<file path="config.mk">
export PLATFORM = sky130hd
export DESIGN_NAME = spi_reg_ctrl
export DESIGN_NICKNAME = d
export VERILOG_FILES = /design/src/rtl/spi_reg_ctrl.sv
export SDC_FILE = /design/constraint.sdc
export NUM_CORES = 1
export LEC_CHECK = 0
export CAP_MARGIN = 20
export CORE_MARGIN = 5
export CORE_UTILIZATION = 55
export CTS_BUF_LIST = sky130_fd_sc_hd__clkbuf_4 sky130_fd_sc_hd__clkbuf_8
export DETAILED_ROUTE_END_ITERATION = 6
export HOLD_SLACK_MARGIN = 0.06
export PLACE_DENSITY = 0.94
export SLEW_MARGIN = 25
export SYNTH_ARGS = -nofsm -noshare
export SYNTH_HDL_FRONTEND = slang
export SYNTH_SLANG_ARGS = --single-unit
</file>
<file path="constraint.sdc">
create_clock -name clk -period 2.46 [get_ports clk]
set_input_delay 0.738 -clock clk [delete_from_list [all_inputs] [get_ports clk]]
set_output_delay 0.738 -clock clk [all_outputs]
set_load 0.02 [all_outputs]
</file>
<file path="src/rtl/spi_reg_ctrl.sv">
// spi_reg_ctrl: turns SPI frames <cmd><data...> from spi_trx into register-bus
// burst writes or prefetching burst reads.
//   clk, rst          : clock, async active-high reset
//   trx_rst_i         : frame start from spi_trx
//   trx_data_i        : received byte, valid with trx_ack_pop_i
//   trx_data_o        : byte to transmit, loaded into spi_trx by trx_ack_o
//   reg_addr_o        : register address (holds between strobes)
//   reg_wdata_o       : write data, reg_we_o write strobe
//   reg_re_o          : read strobe, reg_rdata_i valid RD_LAT cycles later
//   err_o             : sticky read-overrun flag, cleared at frame start
module spi_reg_ctrl #(
  parameter int ADDR_W = 7,
  parameter int RD_LAT = 1
) (
  input  logic              clk,
  input  logic              rst,
  input  logic              trx_rst_i,
  input  logic [7:0]        trx_data_i,
  input  logic              trx_ack_pop_i,
  output logic [7:0]        trx_data_o,
  output logic              trx_ack_o,
  output logic [ADDR_W-1:0] reg_addr_o,
  output logic [7:0]        reg_wdata_o,
  output logic              reg_we_o,
  output logic              reg_re_o,
  input  logic [7:0]        reg_rdata_i,
  output logic              err_o
);

  typedef enum logic [1:0] {IDLE, CMD, WR, RD} state_t;

  localparam logic [ADDR_W-1:0] ADDR_ONE = ADDR_W'(1);
  localparam logic [2:0]        RD_LOAD  = 3'(RD_LAT + 1);

  state_t            state;
  logic [ADDR_W-1:0] addr;
  logic [2:0]        rd_cnt;
  logic              rd_busy;
  logic              rd_done;

  // Only one read is ever tracked: rd_cnt is loaded when a read is issued and
  // reaches 1 in the cycle its data is on reg_rdata_i. A newer read reloads it,
  // which is what discards the older one on overrun.
  assign rd_busy = (rd_cnt > 3'd1);
  assign rd_done = (rd_cnt == 3'd1);

  always_ff @(posedge clk or posedge rst) begin
    if (rst) begin
      state       <= IDLE;
      addr        <= '0;
      rd_cnt      <= '0;
      trx_data_o  <= '0;
      trx_ack_o   <= 1'b0;
      reg_addr_o  <= '0;
      reg_wdata_o <= '0;
      reg_we_o    <= 1'b0;
      reg_re_o    <= 1'b0;
      err_o       <= 1'b0;
    end else begin
      reg_we_o  <= 1'b0;
      reg_re_o  <= 1'b0;
      trx_ack_o <= 1'b0;
      if (rd_cnt != 3'd0) begin
        rd_cnt <= rd_cnt - 3'd1;
      end

      if (trx_rst_i) begin
        state  <= CMD;
        err_o  <= 1'b0;
        rd_cnt <= '0;
      end else begin
        if (rd_done) begin
          trx_ack_o  <= 1'b1;
          trx_data_o <= reg_rdata_i;
        end

        if (trx_ack_pop_i) begin
          case (state)
            IDLE: ;
            CMD: begin
              if (trx_data_i[7]) begin
                state      <= RD;
                reg_re_o   <= 1'b1;
                reg_addr_o <= trx_data_i[ADDR_W-1:0];
                addr       <= trx_data_i[ADDR_W-1:0] + ADDR_ONE;
                rd_cnt     <= RD_LOAD;
              end else begin
                state <= WR;
                addr  <= trx_data_i[ADDR_W-1:0];
              end
            end
            WR: begin
              reg_we_o    <= 1'b1;
              reg_addr_o  <= addr;
              reg_wdata_o <= trx_data_i;
              addr        <= addr + ADDR_ONE;
            end
            RD: begin
              if (rd_busy) begin
                err_o <= 1'b1;
              end
              reg_re_o   <= 1'b1;
              reg_addr_o <= addr;
              addr       <= addr + ADDR_ONE;
              rd_cnt     <= RD_LOAD;
            end
            default: state <= IDLE;
          endcase
        end
      end
    end
  end

endmodule
</file>
== After elaboration in Yosys (flattened, before gate mapping) ==
Index checks and enable logic that the tools add are counted.
Operators by class
  reductions and logical operators: 13
  multiplexer cells: 26
  $lt $le $gt $ge: 1
  add/subtract/negate cells: 3
  bitwise logic cells: 1
  eq/ne operators: 5
Operator list (number)
  7-bit one-hot mux with 2 select lines: 2
  7-bit by 1-bit adder with 7-bit output, second input constant: 2
  7-bit two-way mux: 2
  1-bit two-way mux: 13
  3-bit two-way mux: 4
  2-bit nonzero test: 5
  3-bit AND reduction: 3
  2-bit two-way mux: 3
  3-bit one-hot mux with 2 select lines: 1
  2-bit == test, second input constant: 2
  2-bit AND reduction: 2
  4-bit AND reduction: 1
  3-bit by 1-bit == test with 1-bit output, second input constant: 1
  3-bit by 1-bit > comparator with 1-bit output, second input constant: 1
  3-bit nonzero test: 1
  3-bit by 1-bit subtractor with 3-bit output, second input constant: 1
  2-bit by 1-bit == test with 1-bit output, second input constant: 1
  2-bit inequality test, second input constant: 1
  1-bit one-hot mux with 2 select lines: 1
  2-bit OR reduction: 1
  1-bit inverter: 1
Storage, ports and cells
  output and inout bits: 27
  word-level logic and storage cells: 59
  register bits: 39
  input port bits: 20

== Longest topological paths before layout ==
  word-level depth: 6
  mapped depth: 7
  gate-level depth less buffers: 6

== Least setup slack after synthesis ==
No wires, ideal clock.
  kind: input to register
  start: input trx_rst_i
  end: register reg_wdata_o[0]
  stages: 5
  slack: 0.592 ns
  data required time: 2.335 ns
  data arrival time: 1.743 ns
  setup time: 0.125 ns
  buffers on the path: 2
  cells stage by stage: buf_6 -> nand2b_4 -> buf_6 -> nor3_4 -> mux2_2
On the way
  cells in the longest elaborated chain, start to end: 2
Ends and longest elaborated chain
  start, declared: RTL line 17  | input logic trx_rst_i,
  1-bit inverter (no line)
  3-bit AND reduction (no line)
  end signal, assigned: RTL line 95  | reg_wdata_o <= trx_data_i;
  end, declared: RTL line 23  | output logic [7:0] reg_wdata_o,
No other way between the ends.
A chain may end at the register's enable or synchronous reset.

== Final worst setup path ==
  start: register reg_wdata_o[6]
  end: output reg_wdata_o[6]
No word-level cell between the ends.

==> metrics.txt <==
type of the most critical hold path flip-flop to flip-flop; post-layout net count 252; post-route clock period utilization 0.853; effective utilization at floorplan 0.571; Crit path max-delay family buffers and inverters; number of flops mapped to enable cells by yosys 0; min Tclk post-route 2.10 ns; total clock sinks 39; Die Span Y 68.9 um; maximum fanout along the worst path 2; top-level I/O count 47; Mean Syn Cell Area 11.0 um^2; maximum number of pins on one net before global-route repair 40; DRC violation count after routing 0; die width 68.9 um; via/cell ratio 5.48; arrival time of the worst setup path 1.36 ns; kind of capture point of the worst setup path primary output; delay contributed by the slowest stage of the critical path slightly above 0.6 ns; post-synth top area cell sky130_fd_sc_hd__dfrtp_1; cell chain of the critical path clkdlybuf4s50_1; setup TNS 0 ns; transition time at the pin with the least slew margin 0.575 ns; count of TritonRoute iterations in the first routing pass 4; most common cell in the netlist sky130_fd_sc_hd__dfrtp_1; cell with the largest stage delay on the worst path sky130_fd_sc_hd__clkdlybuf4s50_1; count of inserted antenna diode cells 0; area inside the core boundary 3340 um^2; Peak supply drop 0.662 mV; Gate Count Post-Synth 173; status completed; WP buf/inv 1; buffers inserted by post-CTS timing repair 0; area share of the leading cell type in the synthesized netlist 0.512; CP Data Required Time 1.72 ns; per-cell routed wire length 16.2 um; power per standard cell area 903 nW/um^2; via count of the first global-routing pass 1553; clock tree from TritonCTS yes; leakage power 1.06 nW; Min Hold Slack 0.517 ns; clock buffers created by TritonCTS 5; die area 4740 um^2; flops & latches, synth 39; Worst Clk Skew 0.0124 ns; Clock Pin Slew Worst Setup and Hold Paths 0.11 ns; deepest level of the CTS H-tree 2; global router's overall resource usage 0.213; netlist area before placement 1910 um^2; quantity of I/O buffers inserted on ports 46; Setup violations, final 0; top achievable clock speed 477 MHz; first-pass GRT wire length 7360 um; DR vias between 1000 and 1500; number of hold buffers added after CTS 0; Slew Limit Headroom 0.613; remaining antenna violation count 0; Synth async-reset ratio 1.00; commonest register cell after synthesis sky130_fd_sc_hd__dfrtp_1; count of different cell masters after synthesis 37; Setup crit start kind flip-flop; sequential element share of the synthesized area 0.512; top area cells in the synthesized netlist sky130_fd_sc_hd__dfrtp_1, sky130_fd_sc_hd__mux2_2, sky130_fd_sc_hd__mux2i_1; initial antenna violation count 0; clk buf depth 2; post-detail-place hpwl 3330 um; global placement routability congestion 0.859; RSZ-0062 raised after global routing false; total number of placement rows 21; most instantiated cells after synthesis sky130_fd_sc_hd__dfrtp_1, sky130_fd_sc_hd__nor2_1, sky130_fd_sc_hd__a21oi_1, sky130_fd_sc_hd__mux2_2, sky130_fd_sc_hd__mux2i_1; synthesized netlist net count 198; sum of overflow across all layers after global routing 0; final hold violation count 0; share of cells above drive strength 1 0.159; number of violations reported at the end of detailed-routing iteration 0 115; critical path type flip-flop to primary output; pins over their slew limit 0; latest clock arrival within the worst-skew pair 0.36 ns; cell at the root of the clock tree sky130_fd_sc_hd__clkbuf_4; count of maximum capacitance violations 0; Layout area overhead 30.4%; total number of yosys warnings 0; # resized after CTS 0; Routed WL approximately 4400 um
## sequential cells by signal, summed over array words and instances (netlist names)
name / count
reg_wdata_o: 8
state: 2
addr: 7
trx_ack_o: 1
reg_addr_o: 7
reg_we_o: 1
rd_cnt: 3
err_o: 1
trx_data_o: 8
reg_re_o: 1
## metal layers
metal / vias to the layer above / part of all wire / global-route usage
li1: 718 / - / -
met1: 722 / 0.40 / 0.263
met2: 38 / 0.52 / 0.333
met3: 13 / 0.052 / 0.0697
met4: 0 / 0.028 / 0.109
met5: - / 0 / 0
## where the power goes
| part | internal (mW) | switching [mW] |
|---|---|---|
| Clock | 0.113 | 0.201 |
| Sequential | 0.828 | 0.148 |
| Combinational | 0.494 | 0.460 |
| Total | 1.44 | 0.808 |
## cell type report
type,count,area [um^2]
fill,254,852
clock buffer,6,45.0
tap,46,57.6
sequential,39,976
inverter,4,15.0
multi-input combinational,122,863
timing repair buffer,55,528
## cells in the final DEF (no fill, tap or decap), types with 3 or more instances in the layout
cell type                         Yosys  layout
sky130_fd_sc_hd__dfrtp_1             39      39
sky130_fd_sc_hd__buf_4                0       9
sky130_fd_sc_hd__mux2i_1              9       9
sky130_fd_sc_hd__nor2b_1              3       3
sky130_fd_sc_hd__nor2_1              19      19
sky130_fd_sc_hd__xor2_1               3       3
sky130_fd_sc_hd__clkdlybuf4s50_1      0      46
sky130_fd_sc_hd__ha_1                 5       5
sky130_fd_sc_hd__o21ai_0              8       8
sky130_fd_sc_hd__clkbuf_4             0       6
sky130_fd_sc_hd__nand3_1              5       5
sky130_fd_sc_hd__inv_1                4       4
sky130_fd_sc_hd__mux2_2              15      15
sky130_fd_sc_hd__a21oi_1             15      15
sky130_fd_sc_hd__xnor2_1              3       3
sky130_fd_sc_hd__nand4_1              4       4
sky130_fd_sc_hd__nand2_1              7       7
## stage by stage
step           cell area, um^2  worst slack [ns]  utilization  total power, mW  instances
2_1_floorplan             1910             0.592            -             1.52        173
4_1_cts                   2480             0.350        0.745             2.26        272
5_1_grt                   2480             0.314        0.745             2.39        272
6_report                  2480             0.362        0.745             2.24        272
3_3_place_gp              2440            0.0975        0.731             1.91        266
3_5_place_dp              2440            0.0558        0.731             1.95        266
## cells by family after synthesis
family | synth area share
multiplexers | 0.142
flip-flops | 0.512
XOR/XNOR | 0.0276
AO/OA/AOI/OAI | 0.107
AND/OR/NAND/NOR | 0.144
adder cells (fa/ha/maj) | 0.0328
buffers and inverters | 0.0348
## worst paths after layout
kind	from	to	slack, ns	cells past startpoint
max in group asynchronous	rst	reg_addr_o[1]	1.34	3
min in group asynchronous	rst	err_o	0.78	3
worst min-delay path	trx_data_o[3]	trx_data_o[3]	0.52	1
worst max register to register	state[1]	reg_wdata_o[2]	0.56	3
worst max-delay path	reg_wdata_o[6]	reg_wdata_o[6]	0.36	1
worst min register to register	trx_data_o[3]	trx_data_o[3]	0.52	1
(Power assumes the default switching activity.)
